<file path="src/rtl/uart_rx_sampler.sv">
`default_nettype none
// ============================================================================
//  Module      : uart_rx_sampler
//  Description : Serial receive front end for an external UART on a spare pin.
//                Synchronises the asynchronous line, detects the start bit,
//                samples every bit at its centre, delivers each good byte with
//                a one-cycle valid pulse and flags bad frames. It also drives
//                an active-low activity strobe that can feed an LED directly.
//  Revision    : 1.0 - initial release
// ----------------------------------------------------------------------------
//  Ports
//    INTERNAL_OSC  in   1  sole clock (internal oscillator, ~2.08 MHz)
//    RST           in   1  asynchronous active-high reset
//    rx_pin        in   1  raw serial line, asynchronous, idles high
//    rx_data       out  8  last good byte (LSB first on the line); held
//    rx_valid      out  1  one-cycle pulse when rx_data updates
//    frame_err     out  1  one-cycle pulse on a bad stop bit (or parity)
//    act_n         out  1  low while the activity stretch counter is nonzero
//  Parameters
//    CLKS_PER_BIT  clock cycles per bit, 4..1023
//    ACT_HOLD      width of the activity stretch counter (2**ACT_HOLD cycles)
//  Configuration macro
//    UART_RX_PARITY_EN  defined   : 8E1 frames, even-parity bit checked
//                       undefined : 8N1 frames, no parity logic present
// ============================================================================
module uart_rx_sampler #(
  parameter int CLKS_PER_BIT = 18,
  parameter int ACT_HOLD     = 16
) (
  input  logic       INTERNAL_OSC,
  input  logic       RST,
  input  logic       rx_pin,
  output logic [7:0] rx_data,
  output logic       rx_valid,
  output logic       frame_err,
  output logic       act_n
);

  localparam int              c_CW        = $clog2(CLKS_PER_BIT);
  localparam logic [c_CW-1:0] c_HALF_LAST = c_CW'(CLKS_PER_BIT / 2 - 1);
  localparam logic [c_CW-1:0] c_FULL_LAST = c_CW'(CLKS_PER_BIT - 1);

  typedef enum logic [2:0] {
    S_IDLE   = 3'd0,
    S_START  = 3'd1,
    S_DATA   = 3'd2,
`ifdef UART_RX_PARITY_EN
    S_PARITY = 3'd3,
`endif
    S_STOP   = 3'd4,
    S_BREAK  = 3'd5
  } state_t;

  // --------------------------------------------------------------------------
  // Reset: asserts asynchronously, releases on a clock edge so that every
  // flop below leaves reset in the same cycle.
  // --------------------------------------------------------------------------
  logic rst_meta_q;
  logic rst_q;

  always_ff @(posedge INTERNAL_OSC or posedge RST) begin
    if (RST) begin
      rst_meta_q <= 1'b1;
      rst_q      <= 1'b1;
    end else begin
      rst_meta_q <= 1'b0;
      rst_q      <= rst_meta_q;
    end
  end

  // --------------------------------------------------------------------------
  // Line synchroniser. Flops reset to the idle (high) level so that reset
  // release never manufactures a falling edge on an idle line.
  // --------------------------------------------------------------------------
  logic sync1_q;
  logic sync2_q;
  logic sync3_q;
  logic w_line;
  logic w_fall;

  always_ff @(posedge INTERNAL_OSC or posedge rst_q) begin
    if (rst_q) begin
      sync1_q <= 1'b1;
      sync2_q <= 1'b1;
      sync3_q <= 1'b1;
    end else begin
      sync1_q <= rx_pin;
      sync2_q <= sync1_q;
      sync3_q <= sync2_q;
    end
  end

  assign w_line = sync2_q;
  assign w_fall = sync3_q & ~sync2_q;

  // --------------------------------------------------------------------------
  // Receive FSM
  // --------------------------------------------------------------------------
  state_t          state_q;
  logic [c_CW-1:0] bit_cnt_q;
  logic [2:0]      idx_q;
  logic [7:0]      shreg_q;
  logic [7:0]      rx_data_q;
  logic            rx_valid_q;
  logic            frame_err_q;
  logic            w_full;
  logic            w_par_bad;

  assign w_full = (bit_cnt_q == c_FULL_LAST);

`ifdef UART_RX_PARITY_EN
  logic par_err_q;
  assign w_par_bad = par_err_q;
`else
  assign w_par_bad = 1'b0;
`endif

  always_ff @(posedge INTERNAL_OSC or posedge rst_q) begin
    if (rst_q) begin
      state_q     <= S_IDLE;
      bit_cnt_q   <= '0;
      idx_q       <= '0;
      shreg_q     <= '0;
      rx_data_q   <= 8'h00;
      rx_valid_q  <= 1'b0;
      frame_err_q <= 1'b0;
`ifdef UART_RX_PARITY_EN
      par_err_q   <= 1'b0;
`endif
    end else begin
      rx_valid_q  <= 1'b0;
      frame_err_q <= 1'b0;
      bit_cnt_q   <= bit_cnt_q + 1'b1;
      case (state_q)
        S_IDLE: begin
          bit_cnt_q <= '0;
          idx_q     <= '0;
`ifdef UART_RX_PARITY_EN
          par_err_q <= 1'b0;
`endif
          if (w_fall) begin
            state_q <= S_START;
          end
        end
        // Half a bit in: a line that is high again was only a glitch.
        S_START: begin
          if (bit_cnt_q == c_HALF_LAST) begin
            bit_cnt_q <= '0;
            state_q   <= w_line ? S_IDLE : S_DATA;
          end
        end
        S_DATA: begin
          if (w_full) begin
            bit_cnt_q      <= '0;
            shreg_q[idx_q] <= w_line;
            idx_q          <= idx_q + 1'b1;
            if (idx_q == 3'd7) begin
`ifdef UART_RX_PARITY_EN
              state_q <= S_PARITY;
`else
              state_q <= S_STOP;
`endif
            end
          end
        end
`ifdef UART_RX_PARITY_EN
        // Even parity: the parity bit equals the XOR of the data bits.
        S_PARITY: begin
          if (w_full) begin
            bit_cnt_q <= '0;
            par_err_q <= w_line ^ (^shreg_q);
            state_q   <= S_STOP;
          end
        end
`endif
        // Returning to IDLE at mid stop bit leaves half a bit of margin to
        // catch an immediately following start edge.
        S_STOP: begin
          if (w_full) begin
            bit_cnt_q <= '0;
            if (w_line && !w_par_bad) begin
              rx_data_q  <= shreg_q;
              rx_valid_q <= 1'b1;
              state_q    <= S_IDLE;
            end else begin
              frame_err_q <= 1'b1;
              state_q     <= w_line ? S_IDLE : S_BREAK;
            end
          end
        end
        // Hold here while the line stays low so a break reports only once.
        S_BREAK: begin
          bit_cnt_q <= '0;
          if (w_line) begin
            state_q <= S_IDLE;
          end
        end
        default: begin
          state_q <= S_IDLE;
        end
      endcase
    end
  end

  assign rx_data   = rx_data_q;
  assign rx_valid  = rx_valid_q;
  assign frame_err = frame_err_q;

  // --------------------------------------------------------------------------
  // Activity stretch: reload on every good byte, count down to zero.
  // --------------------------------------------------------------------------
  logic [ACT_HOLD-1:0] act_cnt_q;

  always_ff @(posedge INTERNAL_OSC or posedge rst_q) begin
    if (rst_q) begin
      act_cnt_q <= '0;
    end else if (rx_valid_q) begin
      act_cnt_q <= '1;
    end else if (act_cnt_q != '0) begin
      act_cnt_q <= act_cnt_q - 1'b1;
    end
  end

  assign act_n = (act_cnt_q == '0);

endmodule
`default_nettype wire
</file>
<file path="config.mk">
export PLATFORM = sky130hd
export DESIGN_NAME = uart_rx_sampler
export DESIGN_NICKNAME = d
export VERILOG_FILES = /design/src/rtl/uart_rx_sampler.sv
export SDC_FILE = /design/constraint.sdc
export NUM_CORES = 1
export LEC_CHECK = 0
export BUFFER_PORTS_ARGS = -buffer_cell sky130_fd_sc_hd__buf_2
export CAP_MARGIN = 25
export CORE_UTILIZATION = 60
export CTS_CLUSTER_SIZE = 24
export DETAILED_ROUTE_END_ITERATION = 8
export PLACE_DENSITY = 0.78
export SLEW_MARGIN = 10
export SYNTH_ARGS = -nofsm -noshare
export SYNTH_HDL_FRONTEND = slang
export SYNTH_SLANG_ARGS = --single-unit
</file>
<file path="constraint.sdc">
create_clock -name INTERNAL_OSC -period 2.5 [get_ports INTERNAL_OSC]
set_input_delay 0.5 -clock INTERNAL_OSC [delete_from_list [all_inputs] [get_ports INTERNAL_OSC]]
set_output_delay 0.5 -clock INTERNAL_OSC [all_outputs]
set_load 0.02 [all_outputs]
</file>
# Word level (Yosys, flattened, before mapping)
# Cells that the tools add are included.
op_classes:
  n_addsub: 3
  order_cmp: 2
  n_eq_ne: 13
  muxes: 25
  bitwise: 2
  reduce_logical: 12
op_table:
  columns: ["cell", "count"]
  rows:
  - ["16-bit 2-to-1 mux", 2]
  - ["3-bit 2-to-1 mux", 8]
  - ["16-bit zero test", 1]
  - ["16-bit nonzero test", 1]
  - ["16-bit by 1-bit subtractor with 16-bit output, second input constant", 1]
  - ["3-bit one-hot mux with 5 select lines", 1]
  - ["5-bit one-hot mux with 3 select lines", 1]
  - ["2-bit inequality test, second input constant", 6]
  - ["5-bit 2-to-1 mux", 2]
  - ["3-bit == test, second input constant", 3]
  - ["8-bit bitwise mux", 1]
  - ["1-bit 2-to-1 mux", 7]
  - ["3-bit one-hot mux with 2 select lines", 1]
  - ["6-bit AND reduction", 1]
  - ["5-bit by 1-bit adder with 5-bit output, second input constant", 1]
  - ["5-bit by 4-bit == test with 1-bit output, second input constant", 1]
  - ["5-bit == test, second input constant", 1]
  - ["3-bit by 4-bit less-than comparator with 1-bit output, second input constant", 1]
  - ["2-bit AND reduction", 2]
  - ["2-bit nonzero test", 2]
  - ["2-bit OR reduction", 2]
  - ["3-bit by 1-bit adder with 3-bit output, second input constant", 1]
  - ["1-bit demux with 3-bit select", 1]
  - ["3-bit by 1-bit == test with 1-bit output, second input constant", 1]
  - ["other kinds (8)", 8]
totals:
  regBits: 50
  in_bits: 3
  wordCells: 70

# Longest topological paths before layout
# Gate-level depths: netlist (run 1).
depth:
  ltp_word: 5
  mapped_depth: 8
  depth_no_buf: 6

# Worst setup path after synthesis (run 1)
# No wires, ideal clock.
synth_timing:
  path_type: "reg-to-reg"
  startpoint: "register act_cnt_q[0]"
  endpoint: "register act_cnt_q[11]"
  setup_time_ns: 0.132
  arrival_time_ns: 1.767
  slack_ns: 0.601
  path_stages_with_launch: 7
  period_less_slack_ns: 1.899
  path_cell_list: "dfrtp_1 inv_1 ha_1 or3b_2 o211ai_1 nor3_1 or3b_1"
synth_via:
  elab_chain_len: 3
  word_cells_on_any_way: 5
  classes_between: "add/sub (1); mux (2); reduce/logical (2)"
synth_lines:
  columns: ["item", "line", "rtl"]
  rows:
  - ["from (decl)", "212", "logic [ACT_HOLD-1:0] act_cnt_q;"]
  - ["from (signal assigned)", "220", "act_cnt_q <= act_cnt_q - 1'b1;"]
  - ["16-bit by 1-bit subtractor with 16-bit output", "220", null]
  - ["16-bit 2-to-1 mux", "219", "end else if (act_cnt_q != '0) begin"]
  - ["16-bit 2-to-1 mux", "217", "end else if (rx_valid_q) begin"]
# Several ways; a longest one is shown, not always the timed one. The select of a mux whose other input is x is not followed.
# A chain may end at the register's enable or synchronous reset.

# Worst setup path after layout (run 1)
layout_timing:
  startpoint: "register act_cnt_q[0]"
  endpoint: "output port act_n"
layout_via:
  elab_chain_len: 1
layout_lines:
  columns: ["item", "line", "rtl"]
  rows:
  - ["16-bit zero test", "224", "assign act_n = (act_cnt_q == '0);"]
  - ["to (decl)", "36", "output logic act_n"]
# Every way passes these cells.

==> impl_metrics.tcl, run 1 <==
set metrics [dict create \
    status "finished, final reports clean" \
    worstSetupStartpointType "flop" \
    core-area_um2 3771 \
    start_util_pct 64.66 \
    fp.dieW_um 65.75 \
    drt_first_pass_iters 5 \
    io_pins 14 \
    slew_headroom_pct 58.05 \
    async_flop_share_pct 100.0 \
    routed.top_layer "met4" \
    fmax_mhz 429.4 \
    r2r-start "act_cnt_q[0]" \
    ctsHtreeMaxLevel 2 \
    post-route-period-util_pct 93.15 \
    wl_met3_um 177 \
    wire_per_inst_um 15.16 \
    gr-total-overflow 0 \
    io_buffer_count 13 \
    worst_slew_pin_slew_ns 0.6207 \
    cts_buffers 5 \
    wl_mm 4.320 \
    finClkSkew_ns 0.007225 \
    dpl.hpwl_mm 3.040 \
    regToRegSetupSlack_ns 0.40 \
    post_cts_buffers 0 \
    numClockSinks 50 \
    netlist.top_cell.by_area "dfrtp_1" \
    reg2regPathDepth 6 \
    grtUsageTotal_pct 22.04 \
    grt_start_max_net_pins 49 \
    stdcell_count 285 \
    ys_types 50 \
    rows 22 \
    hp-class "in2async" \
    syn_area_um2 2439 \
    fp.dieArea_um2 4323 \
    drive_gt1_share_pct 24.89 \
    antenna_found_initial 0 \
    nets 245 \
    ys_top_cells_by_area "dfrtp_1 46%, mux2_2 7.9%, dfstp_2 5.4%" \
    grt_pass1_vias 1618 \
    crit_path_start "act_cnt_q[0]" \
    finalHoldViolations 0 \
    fin_tns_setup_ns 0 \
    finalSetupViolCount 0 \
    clockBufferDepth 2 \
    final_util_pct 70.04 \
    path_class "reg2out" \
    crit_required_ns 2.00 \
    synth_top_area_share_pct 46.18 \
    power_density_nw_per_um2 601.8 \
    post-route-min-period_ns 2.329 \
    postRouteAntennaNets 0 \
    arrival_ns 1.83 \
    worstSetupEndpointType "primary output" \
    place.gp.congestion 0.8438 \
    ys_ff_latch 50 \
    viasPerCell 5.979 \
    synth.most_common_cell "dfrtp_1" \
    wl_met1_mm 1.799 \
    post-route-drc-count 0 \
    clk_pin_slew_ns 0.08 \
    netlist_instances 223 \
    worstReg2RegEnd "act_cnt_q[11]" \
    drv_cap 0 \
    place_inst 276 \
    ctsResizeCount 0 \
    worstSkewPairLatency_ns 0.30 \
    antenna_cells 0 \
    total_power_mw 1.589 \
    postCtsHoldBufs 0 \
    synth_edf_count 0 \
    vias 1704 \
    wl_met2_mm 2.267 \
    synth_nets 232 \
    area_growth_pct 8.312 \
    seq_area_frac_synth_pct 51.56 \
    synth_common_cells "45 x dfrtp_1, 17 x mux2_2, 15 x nor2_1, 13 x nand3_1, 13 x o21ai_0" \
    synth.avg_cell_area_um2 10.94 \
    peakVddDrop_uv 408.3 \
    die_y_um 65.75 \
    ys_warn_count 0 \
    grt_pass1_wl_mm 7.038 \
    first_iter_violations 146 \
    root_buffer "clkbuf_8" \
    path_max_fanout 11 \
    synth_flop_cell "dfrtp_1" \
    cts_tree "yes" \
    slew_violations 0 \
    rsz0062_at_grt "false" \
    cellLeakagePower_nw 1.338 \
]
-- cell families after synthesis --
logic type	count (synthesis)	synth area share (%)
AND/OR/NAND/NOR	93	23.50
adder cells (fa/ha/maj)	6	3.078
buffers and inverters	21	4.259
XOR/XNOR	4	1.437
other	1	0.1538
flip-flops	50	51.57
multiplexers	20	9.081
AO/OA/AOI/OAI	28	6.927
-- final cells by class --
class                           count  area (µm²)
Multi-Input combinational cell    152        1080
Clock buffer                        6       82.58
Fill cell                         273        1130
Inverter                           11       41.29
Tap cell                           48       60.06
Timing Repair Buffer               16       107.6
Sequential cell                    50        1257
Clock inverter                      2       12.51
-- power breakdown --
part           internal, mW  switching [mW]
clock network         0.223           0.257
logic                0.0811           0.108
registers             0.857          0.0652
-- state kept, by name (all words and copies together) (netlist names), 3 cells and up --
name,count
act_cnt_q,16
bit_cnt_q,5
idx_q,3
rx_data,8
shreg_q,8
state_q,3
-- worst max-delay path, cell delays in order, from the launching register on --
cell	delay [ns]
dfrtp_1	0.40
inv_1	0.09
ha_1	0.27
nor4b_1	0.26
and4_4	0.33
buf_2	0.18
-- how the worst max path moves through the flow --
stage | end | slack [ns]
final | act_n | 0.17
after global placement | act_n | 0.45
after global routing | act_n | 0.05
after CTS | act_n | 0.05
after floorplan | act_cnt_q[11] | 0.60
after detailed placement | act_n | 0.37
-- placed cells by master (no fill, tap or decap), types with 4 or more instances in the layout --
| cell type | instances |
|---|---|
| inv_1 | 10 |
| or3b_1 | 4 |
| nand3_1 | 13 |
| clkbuf_8 | 6 |
| nor2_1 | 15 |
| nor2b_1 | 5 |
| mux2_2 | 17 |
| o21ai_0 | 13 |
| dfrtp_1 | 45 |
| ha_1 | 6 |
| buf_2 | 13 |
| nand2_1 | 12 |
| dfstp_2 | 5 |
| nor4_1 | 6 |
| a21oi_1 | 5 |
| nor3_1 | 10 |
-- metrics by stage --
step | setup WS, ns | hold slack, ns | area (µm²)
3_5_place_dp | 0.3741 | 0.3499 | 2516
6_report | 0.1712 | 0.2074 | 2641
4_1_cts | 0.04576 | 0.2028 | 2611
3_3_place_gp | 0.4488 | 0.3478 | 2516
2_1_floorplan | 0.6009 | 0.3452 | 2439
5_1_grt | 0.04767 | 0.2144 | 2641
-- per-layer routing --
layer	vias to the layer above	track usage, %
li1	826	-
met1	818	25.84
met2	47	37.76
met3	13	5.382
met4	0	10.05
met5	-	0
(Power assumes the default switching activity.)
==> run 2: changes to the inputs <==
--- a/config.mk
+++ b/config.mk
@@ -7,10 +7,10 @@
 export LEC_CHECK = 0
 export BUFFER_PORTS_ARGS = -buffer_cell sky130_fd_sc_hd__buf_2
 export CAP_MARGIN = 25
-export CORE_UTILIZATION = 60
+export CORE_UTILIZATION = 55
 export CTS_CLUSTER_SIZE = 24
 export DETAILED_ROUTE_END_ITERATION = 8
-export PLACE_DENSITY = 0.78
+export PLACE_DENSITY = 0.72
 export SLEW_MARGIN = 10
 export SYNTH_ARGS = -nofsm -noshare
 export SYNTH_HDL_FRONTEND = slang
==> impl_metrics.tcl, run 2 (synthesis gave the netlist of run 1 again) <==
set metrics [dict create \
    cp_slowest_stage_delay_ns 0.39 \
    numClockSinks 50 \
    nets 247 \
    regToRegSetupSlack_ns 0.46 \
    cellLeakagePower_nw 1.340 \
    stdcell_count 289 \
    place_inst 281 \
    status "finished, final reports clean" \
    vias 1659 \
    crit_family "simple AND/OR/NAND/NOR gates" \
    wire_per_inst_um 14.46 \
    cts_tree "yes" \
    antenna_cells 0 \
    fp.dieW_um 68.59 \
    grt_pass1_wl_mm 7.044 \
    finClkSkew_ns 0.007143 \
    post_cts_buffers 0 \
    power_density_nw_per_um2 603.4 \
    final_common_cell "dfrtp_1" \
    start_util_pct 59.26 \
    worst_slew_pin_slew_ns 0.6028 \
    gr-total-overflow 0 \
    clk_pin_slew_ns 0.09 \
    area_growth_pct 8.056 \
    finalSetupViolCount 0 \
    path_max_fanout 11 \
    slew_violations 0 \
    fmax_mhz 429.6 \
    fin_tns_setup_ns 0 \
    ctsHtreeMaxLevel 2 \
    crit_buf_inv 2 \
    first_iter_violations 113 \
    drt_first_pass_iters 4 \
    worstSetupEndpointType "primary output" \
    cts_buffers 5 \
    core-area_um2 4115 \
    grt_pass1_vias 1552 \
    finalHoldViolations 0 \
    worstSkewPairLatency_ns 0.31 \
    peakVddDrop_uv 474.3 \
    largest_reg_flops 16 \
    post-route-period-util_pct 93.11 \
    crit_required_ns 2.00 \
    total_power_mw 1.590 \
    path_cells "inv_1 -> ha_1 -> nor4b_1 -> and4_4 -> buf_2" \
    rsz0062_at_grt "false" \
    clockBufferDepth 2 \
    hp-class "in2async" \
    slew_headroom_pct 59.46 \
    viasPerCell 5.740 \
    dpl.hpwl_mm 2.922 \
    place_area_um2 2541 \
    grt_start_max_net_pins 25 \
    rows 23 \
    wl_mm 4.179 \
    pre_cts_ws_ns 0.3991 \
    antenna_found_initial 0 \
    grtUsageTotal_pct 20.76 \
    final_cell_mix "45 x dfrtp_1, 17 x mux2_2, 15 x nor2_1" \
    io_pins 14 \
    postRouteAntennaNets 0 \
    worstSetupStartpointType "flop" \
    io_buffer_count 13 \
    place.gp.congestion 0.7827 \
    stdcell_area_um2 2635 \
    fp.dieArea_um2 4704 \
    regMostFlops "act_cnt_q" \
    fin_ws_ns 0.1723 \
    path_class "reg2out" \
    arrival_ns 1.83 \
    cpMaxStageDelayCell "dfrtp_1" \
    post-route-min-period_ns 2.328 \
    post-route-drc-count 0 \
    root_buffer "clkbuf_8" \
    die_y_um 68.59 \
    drive_gt1_share_pct 25.10 \
    drv_cap 0 \
]
==> run 2: changes by cell type in the layout (fill, tap and decap cells not counted), sizes merged <==
cell	delta
buf	+2
clkbuf	+1
clkinvlp	-1
==> run 2: stage by stage <==
step / hold slack, ns / util (%)
2_1_floorplan: 0.3452 / -
3_3_place_gp: 0.2952 / 61.75
3_5_place_dp: 0.3092 / 61.75
4_1_cts: 0.1900 / 63.97
5_1_grt: 0.1948 / 64.03
6_report: 0.2008 / 64.03
==> run 2: cell type report <==
type	instances	area (µm²)
clock buffers	7	86.33
clock inverters	1	5.005
fillers	330	1480
inverters	11	41.29
multi-input cells	152	1080
flip-flops and latches	50	1257
well taps	50	62.56
repair buffers	18	102.6
==> run 2: timing repair <==
item | CTS | global route
hold buffers | 0 | 0
gates resized for setup | 0 | 2
setup endpoints to repair | 0 | 1
==> run 2: path summary, 6_finish.rpt <==
| kind | start | end | cells past startpoint |
|---|---|---|---|
| max | act_cnt_q[0] | act_n | 5 |
| min | RST | rst_meta_q | 2 |
| max reg2reg | act_cnt_q[0] | act_cnt_q[11] | 6 |
| min reg2reg | rst_q | act_cnt_q[13] | 1 |
| max in group asynchronous | rst_q | sync2_q | 2 |
| min in group INTERNAL_OSC | rx_pin | sync1_q | 1 |
==> run 2: layer usage <==
| metal | global-route usage [%] | share of wire [%] | up-vias |
|---|---|---|---|
| li1 | - | - | 827 |
| met2 | 33.33 | 46 | 32 |
| met3 | 6.086 | 3.9 | 7 |
| met4 | 9.115 | 1.9 | 0 |
| met5 | 0 | 0 | - |
| met1 | 25.82 | 48 | 793 |
==> run 2: where the power goes <==
part           internal, mW  leakage [nW]  total (mW)  switching (mW)
sequential            0.856         0.673       0.924          0.0678
clock                 0.224        0.0482       0.481           0.258
combinational        0.0804         0.619       0.184           0.104
total                  1.16          1.34        1.59           0.429
==> run 2: worst reg2reg max path, delay by kind of cell (launching register included) <==
kind / cells / cell delay [ns]
simple gates: 3 / 0.89
flops: 1 / 0.39
buf+inv: 1 / 0.09
fa+ha+maj: 1 / 0.27
compound gates: 1 / 0.30
